$ cat config.mk
export PLATFORM = sky130hd
export DESIGN_NAME = if_id_inst_queue
export DESIGN_NICKNAME = d
export VERILOG_FILES = /design/src/rtl/if_id_pkg.sv /design/src/rtl/ifq_storage.sv /design/src/rtl/if_id_inst_queue.sv
export SDC_FILE = /design/constraint.sdc
export NUM_CORES = 1
export LEC_CHECK = 0
export ABC_AREA = 1
export BUFFER_PORTS_ARGS = -buffer_cell sky130_fd_sc_hd__buf_2
export CORE_MARGIN = 1
export CORE_UTILIZATION = 30
export DETAILED_ROUTE_END_ITERATION = 8
export SLEW_MARGIN = 5
export SYNTH_ARGS = -nofsm -noshare
export SYNTH_HDL_FRONTEND = slang
export SYNTH_SLANG_ARGS = --single-unit
$ cat constraint.sdc
create_clock -name clk -period 4.4 [get_ports clk]
set_input_delay 0.88 -clock clk [delete_from_list [all_inputs] [get_ports clk]]
set_output_delay 0.88 -clock clk [all_outputs]
set_load 0.005 [all_outputs]
$ cat src/rtl/if_id_pkg.sv
// Shared definitions for the IF/ID instruction queue: NOP encoding,
// default datapath width and the queue-entry layout.
package if_id_pkg;

  localparam int XLEN_DEFAULT = 32;

  localparam logic [XLEN_DEFAULT-1:0] NOP_INST = 32'h0000_0000;

  typedef struct packed {
    logic [XLEN_DEFAULT-1:0] inst;
    logic [XLEN_DEFAULT-1:0] pc;
  } ifq_entry_t;

endpackage

$ cat src/rtl/ifq_storage.sv
// Entry storage for the IF/ID queue: one synchronous write port and one
// asynchronous read port. Contents are intentionally not reset.
module ifq_storage #(
  parameter int WIDTH = 64,
  parameter int DEPTH = 4
) (
  input  logic                     clk,
  input  logic                     we,
  input  logic [$clog2(DEPTH)-1:0] waddr,
  input  logic [WIDTH-1:0]         wdata,
  input  logic [$clog2(DEPTH)-1:0] raddr,
  output logic [WIDTH-1:0]         rdata
);

  logic [WIDTH-1:0] mem_r [DEPTH];

  // Write port: store the offered entry at the tail slot.
  always_ff @(posedge clk) begin
    if (we) begin
      mem_r[waddr] <= wdata;
    end
  end

  assign rdata = mem_r[raddr];

endmodule

$ cat src/rtl/if_id_inst_queue.sv
// IF/ID decoupling queue between fetch and decode. Defining IFQ_BYPASS_EN
// adds a zero-latency path from fetch to decode when the queue is empty.
module if_id_inst_queue
  import if_id_pkg::*;
#(
  parameter int XLEN  = XLEN_DEFAULT,
  parameter int DEPTH = 4
) (
  input  logic                     clk,
  input  logic                     rst_n,
  input  logic                     fetch_valid,
  input  logic [XLEN-1:0]          fetch_inst,
  input  logic [XLEN-1:0]          fetch_pc,
  output logic                     fetch_ready,
  input  logic                     bubbleD,
  input  logic                     flushD,
  output logic [XLEN-1:0]          inst_ID,
  output logic [XLEN-1:0]          pc_ID,
  output logic                     valid_ID,
  output logic [$clog2(DEPTH):0]   count
);

  localparam int AW = $clog2(DEPTH);
  localparam int CW = AW + 1;

  logic [AW-1:0]     head_r;
  logic [AW-1:0]     tail_r;
  logic [CW-1:0]     count_r;
  logic [2*XLEN-1:0] head_data_s;
  logic [XLEN-1:0]   head_inst_s;
  logic [XLEN-1:0]   head_pc_s;
  logic              empty_s;
  logic              full_s;
  logic              bypass_s;
  logic              push_s;
  logic              pop_s;

  assign empty_s = (count_r == CW'(0));
  assign full_s  = (count_r == CW'(DEPTH));

`ifdef IFQ_BYPASS_EN
  assign bypass_s = empty_s & fetch_valid & ~flushD;
`else
  assign bypass_s = 1'b0;
`endif

  // A bypassed instruction that decode takes immediately is never written.
  assign push_s = fetch_valid & ~full_s & ~flushD & ~(bypass_s & ~bubbleD);
  assign pop_s  = ~empty_s & ~bubbleD & ~flushD;

  assign fetch_ready = ~full_s;
  assign count       = count_r;

  ifq_storage #(
    .WIDTH (2*XLEN),
    .DEPTH (DEPTH)
  ) u_storage (
    .clk   (clk),
    .we    (push_s),
    .waddr (tail_r),
    .wdata ({fetch_inst, fetch_pc}),
    .raddr (head_r),
    .rdata (head_data_s)
  );

  assign {head_inst_s, head_pc_s} = head_data_s;

  // Pointer and occupancy tracking; a flush empties the queue outright.
  always_ff @(posedge clk or negedge rst_n) begin
    if (!rst_n) begin
      head_r  <= AW'(0);
      tail_r  <= AW'(0);
      count_r <= CW'(0);
    end else if (flushD) begin
      head_r  <= AW'(0);
      tail_r  <= AW'(0);
      count_r <= CW'(0);
    end else begin
      if (push_s) begin
        tail_r <= tail_r + AW'(1);
      end
      if (pop_s) begin
        head_r <= head_r + AW'(1);
      end
      case ({push_s, pop_s})
        2'b10:   count_r <= count_r + CW'(1);
        2'b01:   count_r <= count_r - CW'(1);
        default: count_r <= count_r;
      endcase
    end
  end

  // Decode-side view: bypass, head entry, or a NOP when nothing is available.
  always_comb begin
    inst_ID  = XLEN'(NOP_INST);
    pc_ID    = {XLEN{1'b0}};
    valid_ID = 1'b0;
    if (bypass_s) begin
      inst_ID  = fetch_inst;
      pc_ID    = fetch_pc;
      valid_ID = 1'b1;
    end else if (!empty_s) begin
      inst_ID  = head_inst_s;
      pc_ID    = head_pc_s;
      valid_ID = 1'b1;
    end else begin
      inst_ID  = XLEN'(NOP_INST);
      pc_ID    = {XLEN{1'b0}};
      valid_ID = 1'b0;
    end
  end

endmodule

==> out/qor.csv, run 1 <==
stage,metric,value,unit
critical_path,cp.required,3.52,ns
synthesis,synthesis.nets,893,
synthesis,synth.avg_cell_area,12.6,µm²
global_routing,antenna_found_initial,4,
power_and_ir_drop,switching_share,0.311,
place,port_buffers,137,
clocking,cts_resized,0,
timing,layout_setup_ws,0.825,ns
synthesis,synth_top_area_share,0.743,
synthesis,syn_area,10400,µm²
power_and_ir_drop,power.density,571,nW/µm²
detailed_routing,via_per_inst,4.62,
global_routing,first_global_vias,6632,
die,rows,67,
global_routing,grt_first_pass_wirelength,36700,µm
detailed_routing,wl_per_cell,16.6,µm
synthesis,synth.area.top_cells,"edfxtp_1, nor2_1, o21ai_0, a21oi_1, dfrtp_1",
synthesis,synth_common_cells,"nor2_1, edfxtp_1, o21ai_0",
clocking,clock-sinks,263,
place,post-dp-hpwl,13100,µm
final_layout,finalNonFillerCells,1424,
clocking,clkLatencyLatePin,0.54,ns
timing,fin_tns_setup,0,ns
final_layout,nets,1027,
synthesis,yosysTopAreaCell,edfxtp_1,
global_routing,grt_max_degree,65,
critical_path,r2r-start,count[0]$_DFFE_PN0P_,
global_routing,grt-ovfl-total,0,
timing,max_freq,0.280,GHz
min_path,hold_path_class,input pin to async pin,
final_layout,n_fill_cell,3276,
critical_path,worstSetupStartpointType,flop,
clocking,postCtsSetupBuffers,0,
synthesis,ys.flop_type,edfxtp_1,
power_and_ir_drop,power_frac_seq,0.422,
global_routing,met3_usage,0.0294,
critical_path,rrSetupSlack,2.01,ns
timing,maxSlewViolCount,0,
critical_path,crit_chain,"clkinv_2, buf_4, o21ai_0, a21oi_1, buf_2",
critical_path,cp_max_fo,38,
timing,worst_pin_slew,0.906,ns
die,num_io_pins,138,
critical_path,crit_slowest_cell,dfrtp_4,
place,postPlaceCellArea,11500,µm²
global_routing,top_usage_layer,met2,
clocking,htree_levels,1,
synthesis,synth_most_common_cell,nor2_1,
clocking,root_buffer,clkbuf_16,
timing,skew,0.0181,ns
power_and_ir_drop,power,7.09,mW
run_status,status,finished clean,
final_layout,drive_gt1_frac,0.214,
power_and_ir_drop,p_switching,2.20,mW
die,initial_core_util,0.307,
power_and_ir_drop,p_leak,4.45,nW
critical_path,crit_family,buffers and inverters,
critical_path,path_buf_inv,3,
detailed_routing,drtIter0Drc,313,
detailed_routing,route.detailed.drc,0,
die,dieHeight,188,µm
synthesis,yosysUniqueCellTypes,20,
global_routing,grt_usage,0.133,
synthesis,ys_seq_area_frac,0.760,
critical_path,slowest_delay,0.66,ns
detailed_routing,vias,6577,
synthesis,synth_seq_cells,263,
clocking,cts_hold_buffers,0,
critical_path,crit_type,flop to output pin,
synthesis,netlist_instances,819,
power_and_ir_drop,p_int,4.89,mW
critical_path,critPathArrivalTime,2.70,ns
critical_path,end_kind,output pin,
synthesis,async_flop_share,0.0266,
synthesis,synth-edff-count,256,
timing,period_share,0.813,
detailed_routing,first_pass_iters,4,
timing,grt_setup_unrepaired,no,
die,dieArea,35300,µm²
place,place_inst,1371,
final_layout,fin_area,12400,µm²
critical_path,r2r_cells,7,
power_and_ir_drop,power_frac_clock,0.319,
critical_path,reg2reg_to,u_storage.mem_r[2][20]$_DFFE_PP_,
clocking,path_clk_slew,0.06,ns
timing,min_period,3.58,ns
place,place_ws,1.39,ns
die,core-area,33700,µm²
timing,setup_violations,0,
final_layout,syn_to_final_growth,20.0,%
clocking,cts_buffer_depth,3,
power_and_ir_drop,pwr-share-comb,0.259,
place,gp_congestion,0.745,
timing,slew_headroom,0.396,
clocking,cts_tree,built,
timing,hold_violations,0,
final_layout,multi_input_area,2190,µm²
run,maxCapViolCount,0,
detailed_routing,antenna_left,0,
global_routing,grt_util_met1,0.155,
die,die_x,188,µm
clocking,cts_buffers,28,
detailed_routing,wirelength,23600,µm
final_layout,register_area,7870,µm²
synthesis,ys_warn_count,0,
power_and_ir_drop,peakVddDrop,354,µV
global_routing,use_met2,0.241,
-- sequential cells by signal, indices dropped and copies added (netlist names) --
name             flops
head_r               2
count                3
tail_r               2
u_storage.mem_r    256
-- how the worst max path moves through the flow --
| stage | start | to | slack, ns | cells past startpoint |
|---|---|---|---|---|
| 3_3_place_gp | head_r[0]$_DFFE_PN0P_ | inst_ID[28] | 1.43 | 5 |
| 2_1_floorplan | fetch_valid | u_storage.mem_r[0][0]$_DFFE_PP_ | 0.06 | 4 |
| 4_1_cts | head_r[0]$_DFFE_PN0P_ | inst_ID[28] | 0.78 | 5 |
| 3_5_place_dp | head_r[0]$_DFFE_PN0P_ | inst_ID[28] | 1.39 | 5 |
| 5_1_grt | head_r[0]$_DFFE_PN0P_ | inst_ID[14] | 0.58 | 5 |
| 6_report | head_r[0]$_DFFE_PN0P_ | inst_ID[28] | 0.82 | 5 |
-- area by class of cell --
| cell class | instances | share of cell area |
|---|---|---|
| diodes | 3 | 0.000604 |
| repair buffers | 152 | 0.0673 |
| well taps | 448 | 0.0451 |
| multi-input cells | 492 | 0.177 |
| flip-flops and latches | 263 | 0.633 |
| clock buffers | 36 | 0.0638 |
| inverters | 16 | 0.00494 |
| clock inverters | 14 | 0.00836 |
-- cell families (layout without fill, tap and decap cells) --
| family | after synthesis | after routing | synth area share |
|---|---|---|---|
| AOI/OAI and AO/OA | 200 | 200 | 0.0967 |
| xor gates and xnor gates | 1 | 1 | 0.000846 |
| adders and majority gates | 5 | 5 | 0.00677 |
| buffers and inverters | 64 | 218 | 0.0314 |
| DFF | 263 | 263 | 0.760 |
| other | 0 | 3 | 0 |
| and+or+nand+nor | 286 | 286 | 0.105 |
-- cell usage in the layout, fill, tap and decap left out --
| cell | instances |
|---|---|
| buf_12 | 3 |
| a21oi_1 | 68 |
| clkbuf_1 | 3 |
| clkbuf_8 | 4 |
| nand2_1 | 19 |
| nand3_1 | 2 |
| buf_2 | 137 |
| clkbuf_16 | 29 |
| dfrtp_2 | 1 |
| clkinv_4 | 1 |
| nor2_4 | 4 |
| clkinvlp_4 | 2 |
| clkinv_1 | 3 |
| inv_2 | 2 |
| nor2_2 | 1 |
| bufinv_16 | 1 |
| dfrtp_4 | 1 |
| o21ai_1 | 3 |
| dfrtp_1 | 5 |
| inv_1 | 13 |
| edfxtp_1 | 256 |
| diode_2 | 3 |
| o21ai_0 | 129 |
| inv_6 | 1 |
| fa_1 | 1 |
| xnor2_1 | 1 |
| nor2_1 | 258 |
| nand2_2 | 2 |
| buf_4 | 12 |
| clkinv_2 | 7 |
| ha_1 | 4 |
-- per-layer routing --
layer,vias up,wire length [µm]
li1,3159,-
met1,3230,10000
met2,146,11800
met3,40,1270
met4,2,471
met5,-,13
-- through the flow --
step           hold WS [ns]   util
2_1_floorplan         0.540      -
6_report              0.170  0.369
3_3_place_gp          0.560  0.342
4_1_cts               0.132  0.368
3_5_place_dp          0.572  0.342
5_1_grt               0.140  0.369
-- power groups by stage --
stage               Sequential, mW  Clock (mW)  Combinational (mW)
floorplan                     3.02           0                1.11
global placement              3.04           0                1.86
global route                  3.01        2.42                2.08
finish                        2.99        2.26                1.84
CTS                           3.00        2.32                1.89
detailed placement            3.05           0                1.89
-- worst register-to-register path: stages (launching register included) --
cell     delay [ns]
dfrtp_1        0.43
nor2_1         0.10
nand2_1        0.10
nand2_2        0.08
nor2_1         0.17
inv_1          0.21
nor2_4         0.42
buf_4          0.47
No activity file was read; power rests on OpenSTA's default activity.
==> run 2, diff against run 1 <==
ABC_AREA = 0   (was 1)
clock period = 3.5 ns   (was 4.4 ns; I/O delays follow)
==> out/qor.csv, run 2 <==
stage,metric,value,unit,change
run_status,status,finished clean,,
die,dieHeight,187,µm,-0.62%
critical_path,end_kind,output pin,,
timing,layout_setup_ws,0.420,ns,-0.405 ns
timing,skew,0.0197,ns,+0.00166 ns
global_routing,antenna_found_initial,2,,-2
power_and_ir_drop,power.density,577,nW/µm²,+1.1%
timing,min_period,3.08,ns,
synthesis,synth_xor_area_frac,0.00257,,+0.00172
synthesis,synth_common_cells,"edfxtp_1, nor2b_1, mux4_2",,
critical_path,path_buf_inv,2,,-1
synthesis,yosysUniqueCellTypes,33,,+65%
power_and_ir_drop,pwr-share-comb,0.110,,-0.149
power_and_ir_drop,switching_share,0.226,,-0.0851
critical_path,slowest_delay,0.68,ns,+0.02 ns
place,place_inst,1046,,-24%
power_and_ir_drop,p_switching,1.62,mW,-27%
timing,setup_violations,0,,unchanged
detailed_routing,drtIter0Drc,297,,-5.1%
critical_path,reg2reg_to,u_storage.mem_r[0][15]$_DFFE_PP_,,
critical_path,crit_chain,"buf_4, mux4_2, nor2b_1, buf_2",,
synthesis,netlist_instances,471,,-42%
power_and_ir_drop,power_frac_clock,0.383,,+0.064
power_and_ir_drop,p_leak,4.16,nW,-6.6%
die,rows,67,,unchanged
timing,fin_tns_setup,0,ns,unchanged
power_and_ir_drop,power,7.16,mW,+1.0%
timing,period_share,0.880,,
critical_path,crit_type,flop to output pin,,
synthesis,ys_seq_area_frac,0.769,,+0.00967
power_and_ir_drop,peakVddDrop,393,µV,+11%
detailed_routing,route.detailed.drc,0,,unchanged
global_routing,first_global_vias,5259,,-21%
die,dieArea,34800,µm²,-1.2%
synthesis,synth.avg_cell_area,21.7,µm²,+72%
critical_path,crit_family,flip-flops,,
detailed_routing,via_per_inst,4.46,,-3.5%
detailed_routing,vias,4894,,-26%
die,initial_core_util,0.305,,-0.00234
timing,whs,0.368,ns,+0.198 ns
place,post-dp-hpwl,12100,µm,-7.1%
critical_path,cp_num_cells,4,,-1
place,postPlaceCellArea,11500,µm²,+0.12%
synthesis,ys_warn_count,0,,unchanged
synthesis,ys.flop_type,edfxtp_1,,
global_routing,grt-ovfl-total,0,,unchanged
final_layout,fin_area,12400,µm²,about the same
clocking,clock-sinks,263,,unchanged
final_layout,mostFrequentLayoutCell,edfxtp_1,,
critical_path,setup.worst_path.start,head_r[0]$_DFFE_PN0P_,,
synthesis,synth_most_common_cell,edfxtp_1,,
timing,slew_headroom,0.629,,+0.233
min_path,min_from,fetch_inst[21],,
critical_path,r2r_cells,4,,-3
synthesis,synthMuxAreaShare,0.141,,+0.141
clocking,cts_buffers,29,,+3.6%
timing,worst_pin_slew,0.556,ns,-0.350 ns
detailed_routing,first_pass_iters,4,,unchanged
synthesis,synth_top_family_by_area,multiplexers,,
die,die_x,187,µm,-0.62%
critical_path,critPathArrivalTime,2.38,ns,-0.32 ns
min_path,hold_path_class,input pin to flop,,
power_and_ir_drop,power_frac_seq,0.506,,+0.084
critical_path,r2r-start,count[0]$_DFFE_PN0P_,,
timing,max_freq,0.325,GHz,
final_layout,fin_util,0.370,,+0.00166
critical_path,cp_max_fo,16,,-58%
critical_path,crit_slowest_cell,dfrtp_4,,
timing,grt_setup_unrepaired,no,,
synthesis,synth_seq_cells,263,,unchanged
final_layout,drive_gt1_frac,0.410,,+0.196
synthesis,synth_top_area_share,0.752,,+0.00945
place,port_buffers,137,,unchanged
timing,hold_violations,0,,unchanged
synthesis,synthesis.nets,545,,-39%
final_layout,finalNonFillerCells,1098,,-23%
synthesis,yosysTopAreaCell,edfxtp_1,,
global_routing,grt_first_pass_wirelength,31300,µm,-15%
synthesis,synthSimpleGateAreaFrac,0.0555,,-0.0492
final_layout,final_cell_mix,"edfxtp_1, buf_2, nor2b_1, mux4_2, clkbuf_16",,
critical_path,cp.required,2.80,ns,-0.72 ns
synthesis,async_flop_share,0.0266,,unchanged
detailed_routing,wl_per_cell,18.4,µm,+11%
detailed_routing,wirelength,20200,µm,-14%
clocking,cts_tree,built,,
place,gp_congestion,0.695,,-6.7%
timing,maxSlewViolCount,0,,unchanged
synthesis,synth_compound_area_frac,0.00894,,-0.0878
global_routing,grt_max_degree,36,,-45%
critical_path,rrSetupSlack,1.17,ns,-0.84 ns
power_and_ir_drop,p_int,5.55,mW,+14%
final_layout,largest_reg_flops,256,,unchanged
critical_path,worstSetupStartpointType,flop,,
die,core-area,33500,µm²,-0.50%
critical_path,endpoint,pc_ID[31],,
final_layout,syn_to_final_growth,21.5,%,
synthesis,syn_area,10200,µm²,-1.3%
final_layout,max_flop_register,u_storage.mem_r,,
clocking,cts_buffer_depth,3,,unchanged
clocking,htree_levels,1,,unchanged
place,place_ws,0.686,ns,-0.705 ns
clocking,root_buffer,clkbuf_16,,
synthesis,synth-edff-count,256,,unchanged
run,maxCapViolCount,0,,unchanged
detailed_routing,antenna_left,0,,unchanged
synthesis,synth.area.top_cells,"edfxtp_1, mux4_2, nor2b_1, dfrtp_1, buf_2",,
synthesis,synth_adder_area_share,0.00686,,+0.0000862
final_layout,nets,705,,-31%
die,num_io_pins,138,,unchanged
clocking,clkLatencyLatePin,0.54,ns,about the same
global_routing,grt_usage,0.117,,-0.0163
clocking,path_clk_slew,0.06,ns,about the same
[run 2: cell types whose count changed after synthesis, moves of 16 or more]
cell / change
a21oi_1: -60
nand2_1: -16
nor2b_1: +65
o21ai_0: -127
mux4_2: +64
nor2_1: -259
[run 2: cell type report]
type	count	area, µm²
multi-input combinational	178	2210
tap	448	561
clock buffer	35	748
antenna	1	2.50
sequential	263	7870
clock inverter	14	103
inverter	4	15.0
fill	3143	21100
timing repair buffer	155	911
[run 2: kinds of logic after synthesis]
family / Yosys count
adder cells (fa/ha/maj): 5
AND/OR/NAND/NOR: 91
buffers and inverters: 30
multiplexers: 64
AO/OA/AOI/OAI: 15
flip-flops: 263
XOR/XNOR: 3
[run 2: how the worst min path moves through the flow]
stage / endpoint / cells after the start / slack (ns)
final: u_storage.mem_r[2][53]$_DFFE_PP_ / 1 / 0.37
after global placement: count[0]$_DFFE_PN0P_ / 1 / 0.55
after CTS: u_storage.mem_r[0][53]$_DFFE_PP_ / 1 / 0.34
after floorplan: count[0]$_DFFE_PN0P_ / 0 / 0.40
after global routing: u_storage.mem_r[3][25]$_DFFE_PP_ / 1 / 0.35
after detailed placement: count[1]$_DFFE_PN0P_ / 1 / 0.56
[run 2: layer usage]
layer / part of all wire / track usage / up-vias
li1: - / - / 2228
met1: 0.45 / 0.154 / 2516
met2: 0.48 / 0.194 / 110
met3: 0.043 / 0.0260 / 38
met4: 0.025 / 0.0309 / 2
met5: 0.00059 / 0 / -
[run 2: what timing repair did]
action,4_1_cts,5_1_grt
setup buffers,0,1
hold buffers,1,0
hold endpoints to repair,7,0
setup endpoints to repair,0,6
resized for setup,0,0
[run 2: power groups by stage]
stage,Sequential (mW),Clock (mW),Combinational [mW]
after floorplan,3.66,0,0.486
after CTS,3.64,2.84,0.793
after detailed placement,3.71,0,0.788
final,3.63,2.75,0.789
after global placement,3.71,0,0.788
after global routing,3.64,2.96,0.872
==> run 3, diff against run 2 <==
clock period = 3.35 ns   (was 3.5 ns; I/O delays follow)
==> out/qor.csv, run 3 (synthesis gave the netlist of run 2 again) <==
stage,metric,value,unit,change
run_status,status,finished clean,,
place,gp_congestion,0.686,,-1.3%
timing,hold_violations,0,,unchanged
die,initial_core_util,0.305,,unchanged
timing,worst_pin_slew,0.535,ns,-0.0217 ns
detailed_routing,antenna_left,0,,unchanged
die,dieHeight,187,µm,unchanged
clocking,cts_tree,built,,
final_layout,mostFrequentLayoutCell,edfxtp_1,,
run,maxCapViolCount,0,,unchanged
detailed_routing,wirelength,20200,µm,-0.11%
detailed_routing,first_pass_iters,4,,unchanged
critical_path,r2r_cells,4,,unchanged
min_path,min_from,fetch_inst[25],,
critical_path,critPathArrivalTime,2.42,ns,+0.04 ns
power_and_ir_drop,power.density,616,nW/µm²,+6.8%
timing,grt_setup_unrepaired,no,,
final_layout,fin_area,12500,µm²,+0.53%
detailed_routing,drtIter0Drc,226,,-24%
critical_path,crit_slowest_cell,dfrtp_4,,
final_layout,syn_to_final_growth,22.1,%,
place,postPlaceCellArea,11500,µm²,about the same
die,num_io_pins,138,,unchanged
critical_path,path_buf_inv,2,,unchanged
min_path,hold_depth,1,,unchanged
timing,period_share,0.923,,
critical_path,end_kind,output pin,,
clocking,clock-sinks,263,,unchanged
min_path,hold_path_class,input pin to flop,,
final_layout,drive_gt1_frac,0.407,,-0.00280
detailed_routing,via_per_inst,4.50,,+0.93%
timing,maxSlewViolCount,0,,unchanged
clocking,cts_resized,0,,unchanged
final_layout,final_cell_mix,"edfxtp_1, buf_2, nor2b_1, mux4_2, clkbuf_16",,
critical_path,crit_family,flip-flops,,
global_routing,antenna_found_initial,2,,unchanged
timing,whs,0.338,ns,-0.0305 ns
critical_path,rrSetupSlack,1.08,ns,-0.09 ns
clocking,clkLatencyLatePin,0.54,ns,about the same
final_layout,diodes,0,,-1
critical_path,r2r-start,count[0]$_DFFE_PN0P_,,
global_routing,grt_max_degree,38,,+5.6%
clocking,root_buffer,clkbuf_16,,
global_routing,grt_usage,0.116,,-0.000501
place,place_ws,0.736,ns,+0.0504 ns
power_and_ir_drop,peakVddDrop,415,µV,+5.7%
min_path,hold_end,u_storage.mem_r[1][57]$_DFFE_PP_,,
timing,skew,0.00596,ns,-0.0138 ns
clocking,cts_buffer_depth,3,,unchanged
final_layout,largest_reg_flops,256,,unchanged
timing,layout_setup_ws,0.258,ns,-0.161 ns
critical_path,cp_max_fo,28,,+12
clocking,path_clk_slew,0.06,ns,about the same
final_layout,nets,702,,-0.43%
detailed_routing,vias,4944,,+1.0%
clocking,postCtsSetupBuffers,0,,unchanged
place,post-dp-hpwl,11800,µm,-2.9%
detailed_routing,route.detailed.drc,0,,unchanged
global_routing,grt_first_pass_wirelength,31100,µm,-0.64%
critical_path,crit_chain,"buf_12, mux4_2, nor2b_1, buf_2",,
timing,setup_violations,0,,unchanged
critical_path,setup.worst_path.start,head_r[0]$_DFFE_PN0P_,,
place,place_inst,1043,,-0.29%
power_and_ir_drop,p_leak,4.17,nW,+0.27%
place,port_buffers,137,,unchanged
critical_path,worstSetupStartpointType,flop,,
clocking,cts_buffers,30,,+3.4%
critical_path,reg2reg_to,u_storage.mem_r[1][18]$_DFFE_PP_,,
timing,max_freq,0.323,GHz,
final_layout,max_flop_register,u_storage.mem_r,,
global_routing,first_global_vias,5258,,-0.019%
critical_path,slowest_delay,0.72,ns,+0.04 ns
timing,fin_tns_setup,0,ns,unchanged
detailed_routing,wl_per_cell,18.3,µm,-0.20%
die,dieArea,34800,µm²,unchanged
die,core-area,33500,µm²,unchanged
die,rows,67,,unchanged
timing,min_period,3.09,ns,
power_and_ir_drop,power,7.69,mW,+7.4%
clocking,htree_levels,1,,unchanged
critical_path,cp.required,2.68,ns,-0.12 ns
final_layout,fin_util,0.372,,+0.00198
timing,slew_headroom,0.644,,+0.0145
critical_path,crit_type,flop to output pin,,
die,die_x,187,µm,unchanged
global_routing,grt-ovfl-total,0,,unchanged
final_layout,finalNonFillerCells,1099,,+0.091%
==> run 3: cell count changes in the layout (fill, tap and decap cells not counted), sizes merged <==
cell and change:
buf -4, bufinv +1, clkinv +5, inv -2, diode -1, clkinvlp +3, clkbuf -1
==> run 3: power by group <==
| part | internal [mW] | switching (mW) | leakage (nW) |
|---|---|---|---|
| sequential | 3.73 | 0.0616 | 2.41 |
| combinational | 0.406 | 0.411 | 1.30 |
| clock | 1.83 | 1.25 | 0.456 |
| total | 5.97 | 1.73 | 4.17 |
==> run 3: how the worst max path moves through the flow <==
stage | slack [ns] | endpoint | cells past startpoint
floorplan | 0.26 | u_storage.mem_r[0][0]$_DFFE_PP_ | 3
global placement | 0.75 | inst_ID[16] | 4
detailed placement | 0.74 | inst_ID[16] | 4
CTS | 0.14 | inst_ID[16] | 4
global route | 0.08 | inst_ID[17] | 4
finish | 0.26 | inst_ID[16] | 4
==> run 3: area by class of cell <==
| type | count | area (µm²) |
|---|---|---|
| well taps | 448 | 561 |
| clock inverters | 21 | 163 |
| repair buffers | 151 | 881 |
| clock buffers | 34 | 787 |
| flip-flops and latches | 263 | 7870 |
| inverters | 4 | 15.0 |
| fillers | 3095 | 21100 |
| multi-input cells | 178 | 2210 |
==> run 3: metal layers <==
metal  track usage  vias up  share of wire
met5             0        -        0.00040
met4        0.0315        2          0.024
met3        0.0288       34          0.052
met2         0.191      122           0.48
met1         0.153     2551           0.44
li1              -     2235              -
==> run 3: timing repair <==
item                                    in CTS  in global routing
hold endpoints to repair                     7                  0
endpoints found under the setup margin       0                  0
hold buffers                                 1                  0
